**config.mk**
```make
export PLATFORM = sky130hd
export DESIGN_NAME = serial_addsub
export DESIGN_NICKNAME = d
export VERILOG_FILES = /design/src/rtl/addsub_pkg.sv /design/src/rtl/fulladder.sv /design/src/rtl/serial_addsub.sv
export SDC_FILE = /design/constraint.sdc
export NUM_CORES = 1
export LEC_CHECK = 0
export ABC_AREA = 1
export BUFFER_PORTS_ARGS = -buffer_cell sky130_fd_sc_hd__buf_4
export CAP_MARGIN = 20
export CORE_ASPECT_RATIO = 1.75
export CORE_MARGIN = 10
export CORE_UTILIZATION = 25
export CTS_CLUSTER_SIZE = 24
export DETAILED_ROUTE_END_ITERATION = 8
export PLACE_DENSITY = 0.44
export SLEW_MARGIN = 40
export SYNTH_ARGS = -nofsm -noshare
export SYNTH_HDL_FRONTEND = slang
export SYNTH_SLANG_ARGS = --single-unit
```
**constraint.sdc**
```tcl
create_clock -name clk -period 3.2 [get_ports clk]
set_input_delay 0 -clock clk [delete_from_list [all_inputs] [get_ports clk]]
set_output_delay 0 -clock clk [all_outputs]
set_load 0.01 [all_outputs]
```
**src/rtl/addsub_pkg.sv**
```systemverilog
// Shared types and constants for the bit-serial adder/subtractor.
package addsub_pkg;

  localparam int DEFAULT_WIDTH = 8;

  typedef enum logic [1:0] {
    IDLE  = 2'd0,
    SHIFT = 2'd1,
    DONE  = 2'd2
  } state_t;

  // Ceiling log2, floored at 1 so WIDTH=2 still gets a 1-bit counter.
  function automatic int clog2(input int n);
    int r;
    r = 1;
    for (int i = 1; i < 32; i++) begin
      if ((1 << i) < n) r = i + 1;
    end
    return r;
  endfunction

endpackage

```
**src/rtl/fulladder.sv**
```systemverilog
// Single-bit full-adder cell; purely combinational, zero latency, no flow control.
module fulladder (
  input  logic a,
  input  logic b,
  input  logic cin,
  output logic s,
  output logic cout
);

  assign s    = a ^ b ^ cin;
  assign cout = (a & b) | (a & cin) | (b & cin);

endmodule

```
**src/rtl/serial_addsub.sv**
```systemverilog
// Bit-serial add/sub, LSB first through one fulladder; done pulses WIDTH edges after start.
// start is only honoured in IDLE (no queuing). Overflow flag built only with SERIAL_ADDSUB_OVF_EN.
module serial_addsub
  import addsub_pkg::*;
#(
  parameter int WIDTH = DEFAULT_WIDTH
) (
  input  logic             clk,
  input  logic             rst,
  input  logic             start,
  input  logic             sub,
  input  logic [WIDTH-1:0] a,
  input  logic [WIDTH-1:0] b,
  output logic             busy,
  output logic             done,
  output logic [WIDTH-1:0] result,
  output logic             cout,
  output logic             overflow
);

  localparam int CW = clog2(WIDTH);

  state_t           state_q, state_d;
  logic [WIDTH-1:0] a_sr_q, a_sr_d;
  logic [WIDTH-1:0] b_sr_q, b_sr_d;
  logic [WIDTH-1:0] res_q, res_d;
  logic [CW-1:0]    cnt_q, cnt_d;
  logic             carry_q, carry_d;
  logic             cout_q, cout_d;
  logic             fa_s, fa_cout;
  logic             last_bit;

  fulladder u_fa (
    .a    (a_sr_q[0]),
    .b    (b_sr_q[0]),
    .cin  (carry_q),
    .s    (fa_s),
    .cout (fa_cout)
  );

  assign last_bit = (cnt_q == CW'(WIDTH - 1));

  always_comb begin
    state_d = state_q;
    a_sr_d  = a_sr_q;
    b_sr_d  = b_sr_q;
    res_d   = res_q;
    cnt_d   = cnt_q;
    carry_d = carry_q;
    cout_d  = cout_q;
    unique case (state_q)
      IDLE: begin
        if (start) begin
          // Subtraction is a + ~b + 1: invert B here and seed the carry with 1.
          state_d = SHIFT;
          a_sr_d  = a;
          b_sr_d  = b ^ {WIDTH{sub}};
          carry_d = sub;
          cnt_d   = '0;
        end
      end
      SHIFT: begin
        res_d   = {fa_s, res_q[WIDTH-1:1]};
        a_sr_d  = {1'b0, a_sr_q[WIDTH-1:1]};
        b_sr_d  = {1'b0, b_sr_q[WIDTH-1:1]};
        carry_d = fa_cout;
        if (last_bit) begin
          state_d = DONE;
          cout_d  = fa_cout;
        end else begin
          cnt_d = cnt_q + CW'(1);
        end
      end
      DONE: state_d = IDLE;
      default: state_d = IDLE;
    endcase
  end

  always_ff @(posedge clk) begin
    if (rst) begin
      state_q <= IDLE;
      a_sr_q  <= '0;
      b_sr_q  <= '0;
      res_q   <= '0;
      cnt_q   <= '0;
      carry_q <= 1'b0;
      cout_q  <= 1'b0;
    end else begin
      state_q <= state_d;
      a_sr_q  <= a_sr_d;
      b_sr_q  <= b_sr_d;
      res_q   <= res_d;
      cnt_q   <= cnt_d;
      carry_q <= carry_d;
      cout_q  <= cout_d;
    end
  end

`ifdef SERIAL_ADDSUB_OVF_EN
  logic ovf_q, ovf_d;

  // On the MSB step carry_q is the carry into the MSB.
  always_comb begin
    ovf_d = ovf_q;
    if (state_q == SHIFT && last_bit) ovf_d = carry_q ^ fa_cout;
  end

  always_ff @(posedge clk) begin
    if (rst) ovf_q <= 1'b0;
    else     ovf_q <= ovf_d;
  end

  assign overflow = ovf_q;
`else
  assign overflow = 1'b0;
`endif

  assign busy   = (state_q == SHIFT);
  assign done   = (state_q == DONE);
  assign result = res_q;
  assign cout   = cout_q;

endmodule

```
; ---- After elaboration in Yosys (flattened, before gate mapping)
; Cells that the tools add are included.
[classes]
n_lt_le_gt_ge = 0
eq_ne = 6
n_mux = 12
reduce_logical = 6
n_mul = 0
div = 0
n_bitwise = 8
shift = 0
n_addsub = 1
[ops]
columns = op, n
row1 = 32-bit 2-to-1 mux, 2
row2 = 32-bit one-hot mux with 2 select lines, 1
row3 = "32-bit by 1-bit adder with 32-bit output, second input constant", 1
row4 = "32-bit by 3-bit equality test with 1-bit output, second input constant", 1
row5 = 8-bit one-hot mux with 2 select lines, 2
row6 = 8-bit 2-to-1 mux, 2
row7 = 8-bit bitwise XOR, 1
row8 = 2-bit AND reduction, 3
row9 = 2-bit 2-to-1 mux, 2
row10 = "2-bit inequality test, second input constant", 2
row11 = 2-bit one-hot mux with 2 select lines, 1
row12 = 1-bit AND, 3
row13 = 3-bit AND reduction, 1
row14 = "2-bit by 1-bit equality test with 1-bit output, second input constant", 1
row15 = "2-bit equality test, second input constant", 1
row16 = 2-bit zero test, 1
row17 = "2-bit by 1-bit inequality test with 1-bit output, second input constant", 1
row18 = 1-bit OR, 2
row19 = 1-bit one-hot mux with 2 select lines, 1
row20 = 2-bit nonzero test, 1
row21 = 1-bit bitwise XOR, 2
row22 = 1-bit 2-to-1 mux, 1
[totals]
n_memories = 0
latchBits = 0
rom_bits = 0
ff_bits = 60
out_inout_bits = 12
ram_bits = 0

; ---- Longest topological paths before layout
[logic_depth]
word_depth = 4
ltp_mapped = 10
mapped_depth_nobuf = 10

; ---- Modules after synthesis
; A second synthesis with hierarchy kept.
[unflattened]
cells_unflattened = 550
area_unflattened_um2 = 3484.6
[by_module_without_submodules]
columns = module, seq_area_each_um2, area_each_um2, cells_per_inst, instances
row1 = serial_addsub, 1201.2, 3464.6, 549, 1
row2 = fulladder, 0.0, 20.0, 1, 1

; ---- Least setup slack after synthesis
; No wires, ideal clock.
[synth_path]
path_type = register to register
start = register cnt_q[1]
end = register cnt_q[6]
path_buffers = 1
slack_ps = 1738
synth_period_minus_slack_ps = 1462
setup_ps = 67
t_arrival_ps = 1395
stages_incl_launch_ff = 11
path_cell_list = dfxtp_1 -> ha_1 -> nand2_2 -> inv_2 -> nand2_2 -> nor2_2 -> nand2_1 -> o21ai_4 -> buf_6 -> nand3_1 -> a21oi_2
[synth_between]
elab_chain_cells = 3
[synth_rtl]
columns = item, line_no
row1 = "start, declared", serial_addsub.sv:27  ; logic [CW-1:0] cnt_q, cnt_d;
row2 = "start signal, assigned", serial_addsub.sv:93  ; cnt_q <= cnt_d;
row3 = 32-bit by 1-bit adder with 32-bit output / 32-bit by 3-bit equality test with 1-bit output (equally long branches), "serial_addsub.sv:71, serial_addsub.sv:41"
row4 = 32-bit 2-to-1 mux / 2-bit inequality test (equally long branches), n/a
row5 = 32-bit one-hot mux with 2 select lines / 3-bit AND reduction (equally long branches), n/a
; Several ways; a longest one is shown, not always the timed one. The select of a mux whose other input is x is not followed.
; A chain may end at the register's enable or synchronous reset.

; ---- Worst setup path in the final report
[layout_path]
start = register cnt_q[1]
end = register cnt_q[22]
; Same word-level chain as after synthesis.

==> results by group <==
Critical path
  • Worst-path maximum fanout: 24
  • Crit path launch type: register
  • Critical path type: register to register
  • Critical Path End Type: register
  • CP Data Arrival Time: roughly 2200 ps
  • Required time at the endpoint of the critical path: ~3500 ps

Synth
  • Share of the synthesized area in compound gates (AO/OA/AOI/OAI): 0.118
  • Number of nets in the synthesized netlist: approximately 570
  • Share of synthesized registers carrying an async set or reset: 0
  • Post-synthesis share of cell area spent on and, or, nand and nor gates: 0.419
  • Number of synthesized register bits: 60
  • Area share of the leading cell type in the synthesized netlist: 0.349
  • Cell count after synthesis: 543
  • Flip-flop cell with the highest count after synthesis: dfxtp_1
  • Cell taking the most area after synthesis: dfxtp_1
  • Total of warnings raised by yosys: 0
  • Main combinational cell family by area after synthesis: simple AND/OR/NAND/NOR gates
  • Proportion of synthesized area in mux cells: 0
  • Synthesized area: 3440 sq um
  • Adder and majority gate portion of the synthesized area: 0.00945
  • Count of cell types in the netlist: 30
  • Post-synthesis average cell area: about 6.3 sq um
  • Fraction of the yosys area taken by sequential cells: 0.349
  • Number of flops mapped to enable cells by yosys: 0
  • Synthesized-area fraction occupied by xor and xnor cells: 0.0204
  • Top cells by area in the synthesized netlist: dfxtp_1 (35%), nand2_1 (16%), nand3_1 (12%)

Clock tree
  • Clk Latency, worst-skew pair: 330 ps
  • Longest Clk Path Bufs: 2
  • Clock-pin transition on the worst setup and hold timing paths: around 50 ps
  • H-tree depth: 3
  • Clk sink count: 60
  • TritonCTS clock tree: built
  • Root buffer selected by CTS: clkbuf_16
  • Setup Buffers After CTS: 0
  • Number of buffers added by the clock tree synthesis step: 9

GRT
  • Via count of the first global-routing pass: approximately 3500
  • Pin count of the biggest net entering global routing: 55
  • Antenna violations before repair: 0
  • Global Route Usage Sum: 0.113
  • Global-route wire length before repair: between 15000 and 20000 um
  • Final global-route overflow total: 0

Floorplanning
  • Initial Util: 0.256
  • Standard-cell row count: 56
  • Die Outline Area: ~19000 sq um
  • Number of primary I/O pins: 32
  • Width of the chip: between 100 and 150 um
  • Area of the core: about 13000 sq um
  • Die Height: approximately 180 um

Power
  • Maximum vdd ir drop: 0.276 mV
  • Clock share of power: 0.508
  • Switching power of the nets: between 0.0004 and 0.0005 W
  • Switching Fraction: 0.241
  • Design internal power: about 0.0015 W
  • PD cells: 483 nW/um^2
  • PnR Total Power: just over 0.002 W
  • Pleak: between 1.5 and 2 nW
  • Sequential share of power: 0.393
  • Comb pwr share: 0.099

STA
  • Setup total negative slack: 0 ps
  • Final number of max-transition violations: 0
  • Slew at the pin closest to its max-slew limit: ~730 ps
  • Final hold violations: 0
  • Setup violations, final: 0
  • Unrepaired setup endpoints after global routing: no
  • PnR worst setup slack: approximately 1200 ps
  • Worst slew margin: 0.512
  • Max Clock Skew: approximately 5.9 ps
  • Period Utilization, post-route: 0.614
  • Achievable frequency: roughly 510 MHz
  • Post-layout minimum cycle time: 1970 ps

Detailed routing
  • Detailed-route via count: between 3000 and 4000
  • Wire length reported by the detailed router: between 10000 and 15000 um
  • Post-detailed-route wirelength per cell: 13.9 um
  • Final antenna-violating net count: 0
  • Starting DRC count in detailed routing: approximately 210
  • Vias per Instance: 4.66
  • Initial DRT Pass Iterations: 5
  • DRC violation count after routing: 0

Layout
  • Signed area change from the synthesized netlist to the final layout: 22.2%
  • Most common library cell in the layout ignoring fill and taps: nand2_1
  • Number of nets in the layout: approximately 600
  • Proportion of layout cells with a drive suffix above 1: 0.140
  • Number of standard cells in the layout, taps in and fillers out: about 750
  • Highest-count cells in the layout ignoring fill and taps: nand2_1 (145), nor2_1 (80), nand3_1 (79)
  • Number of inserted diodes: 0

Worst hold path
  • Hold WC Path Type: input pin to register

Placed design
  • Estimated wirelength of the detail-placed design: ~7400 um
  • Routability congestion estimate from global placement: 0.819
  • Post-placement worst setup slack: 1230 ps
  • Port bufs: 30
  • Number of placed cells counting well taps: 728

Job
  • Max-cap check violation count: 0

Run status
  • Outcome: complete, no violations
repair_timing:
| item | CTS | global route |
|---|---|---|
| resized for setup | 0 | 0 |
| endpoints found under the hold margin | 8 | 0 |
| hold buffers | 8 | 0 |
cell type report:
class                   instances  area, sq um
flip-flops and latches         60         1200
clock buffers                  13          280
clock inverters                 3         42.5
multi-input cells             415         1960
inverters                      45          169
well taps                     174          218
repair buffers                 42          335
fillers                      1554         9250
power by group through the flow:
stage	Sequential [W]	Clock [W]	Combinational, W
finish	0.000798	0.00103	0.000202
global route	0.000802	0.00109	0.000227
CTS	0.000798	0.00106	0.000207
detailed placement	0.000814	0	0.000199
global placement	0.000814	0	0.000197
floorplan	0.000814	0	0.000128
cell families (layout without fill, tap and decap cells):
logic type,count (synthesis),after routing
compound gates,71,71
other cells,1,1
buf+inv,68,103
fa+ha+maj,2,2
simple gates,333,333
xor+xnor,8,8
flops,60,60
sequential cells by signal, summed over array words and instances (netlist names):
| register | cells |
|---|---|
| carry_q | 1 |
| a_sr_q | 8 |
| cnt_q | 32 |
| b_sr_q | 8 |
| state_q | 2 |
| cout | 1 |
| result | 8 |
per-layer routing:
metal | GRT usage | up-vias | share of wire
met2 | 0.221 | 44 | 0.57
li1 | - | 1821 | -
met5 | 0 | - | 0
met3 | 0.0206 | 9 | 0.027
met4 | 0.0442 | 0 | 0.015
met1 | 0.111 | 1631 | 0.39
synthesized netlist by cell type, types with 7 or more instances:
cell	instances
a21oi_1	34
or2_2	11
dfxtp_1	60
inv_1	43
o211ai_1	8
clkbuf_1	13
nand2_1	145
nor2_1	80
nor2_2	7
o21ai_0	17
a31oi_1	8
nand3_1	80
xnor2_1	7
through the flow:
stage,util,hold slack (ps),cell area [sq um]
after floorplan,-,161,3440
after global placement,0.283,288,3800
after detailed placement,0.283,297,3800
after CTS,0.313,35.7,4210
after global routing,0.313,64.0,4210
final,0.313,39.4,4210
final timing paths:
kind / start / end / slack, ps / cells past startpoint
setup / recovery: cnt_q[1] / cnt_q[22] / 1230 / 10
hold / removal: sub / carry_q / 40 / 3
setup reg to reg: cnt_q[1] / cnt_q[22] / 1230 / 10
hold reg to reg: b_sr_q[7] / b_sr_q[7] / 460 / 2
critical path: stages (launching register included):
cell and delay [ps]:
dfxtp_1 350, ha_1 190, nand2_2 90, inv_2 90
nand2_2 50, nor2_2 70, nand2_1 80, o21ai_4 320
buf_4 380, nand3_1 140, a21oi_1 140
Note: power is estimated with default switching activity, not from simulation.
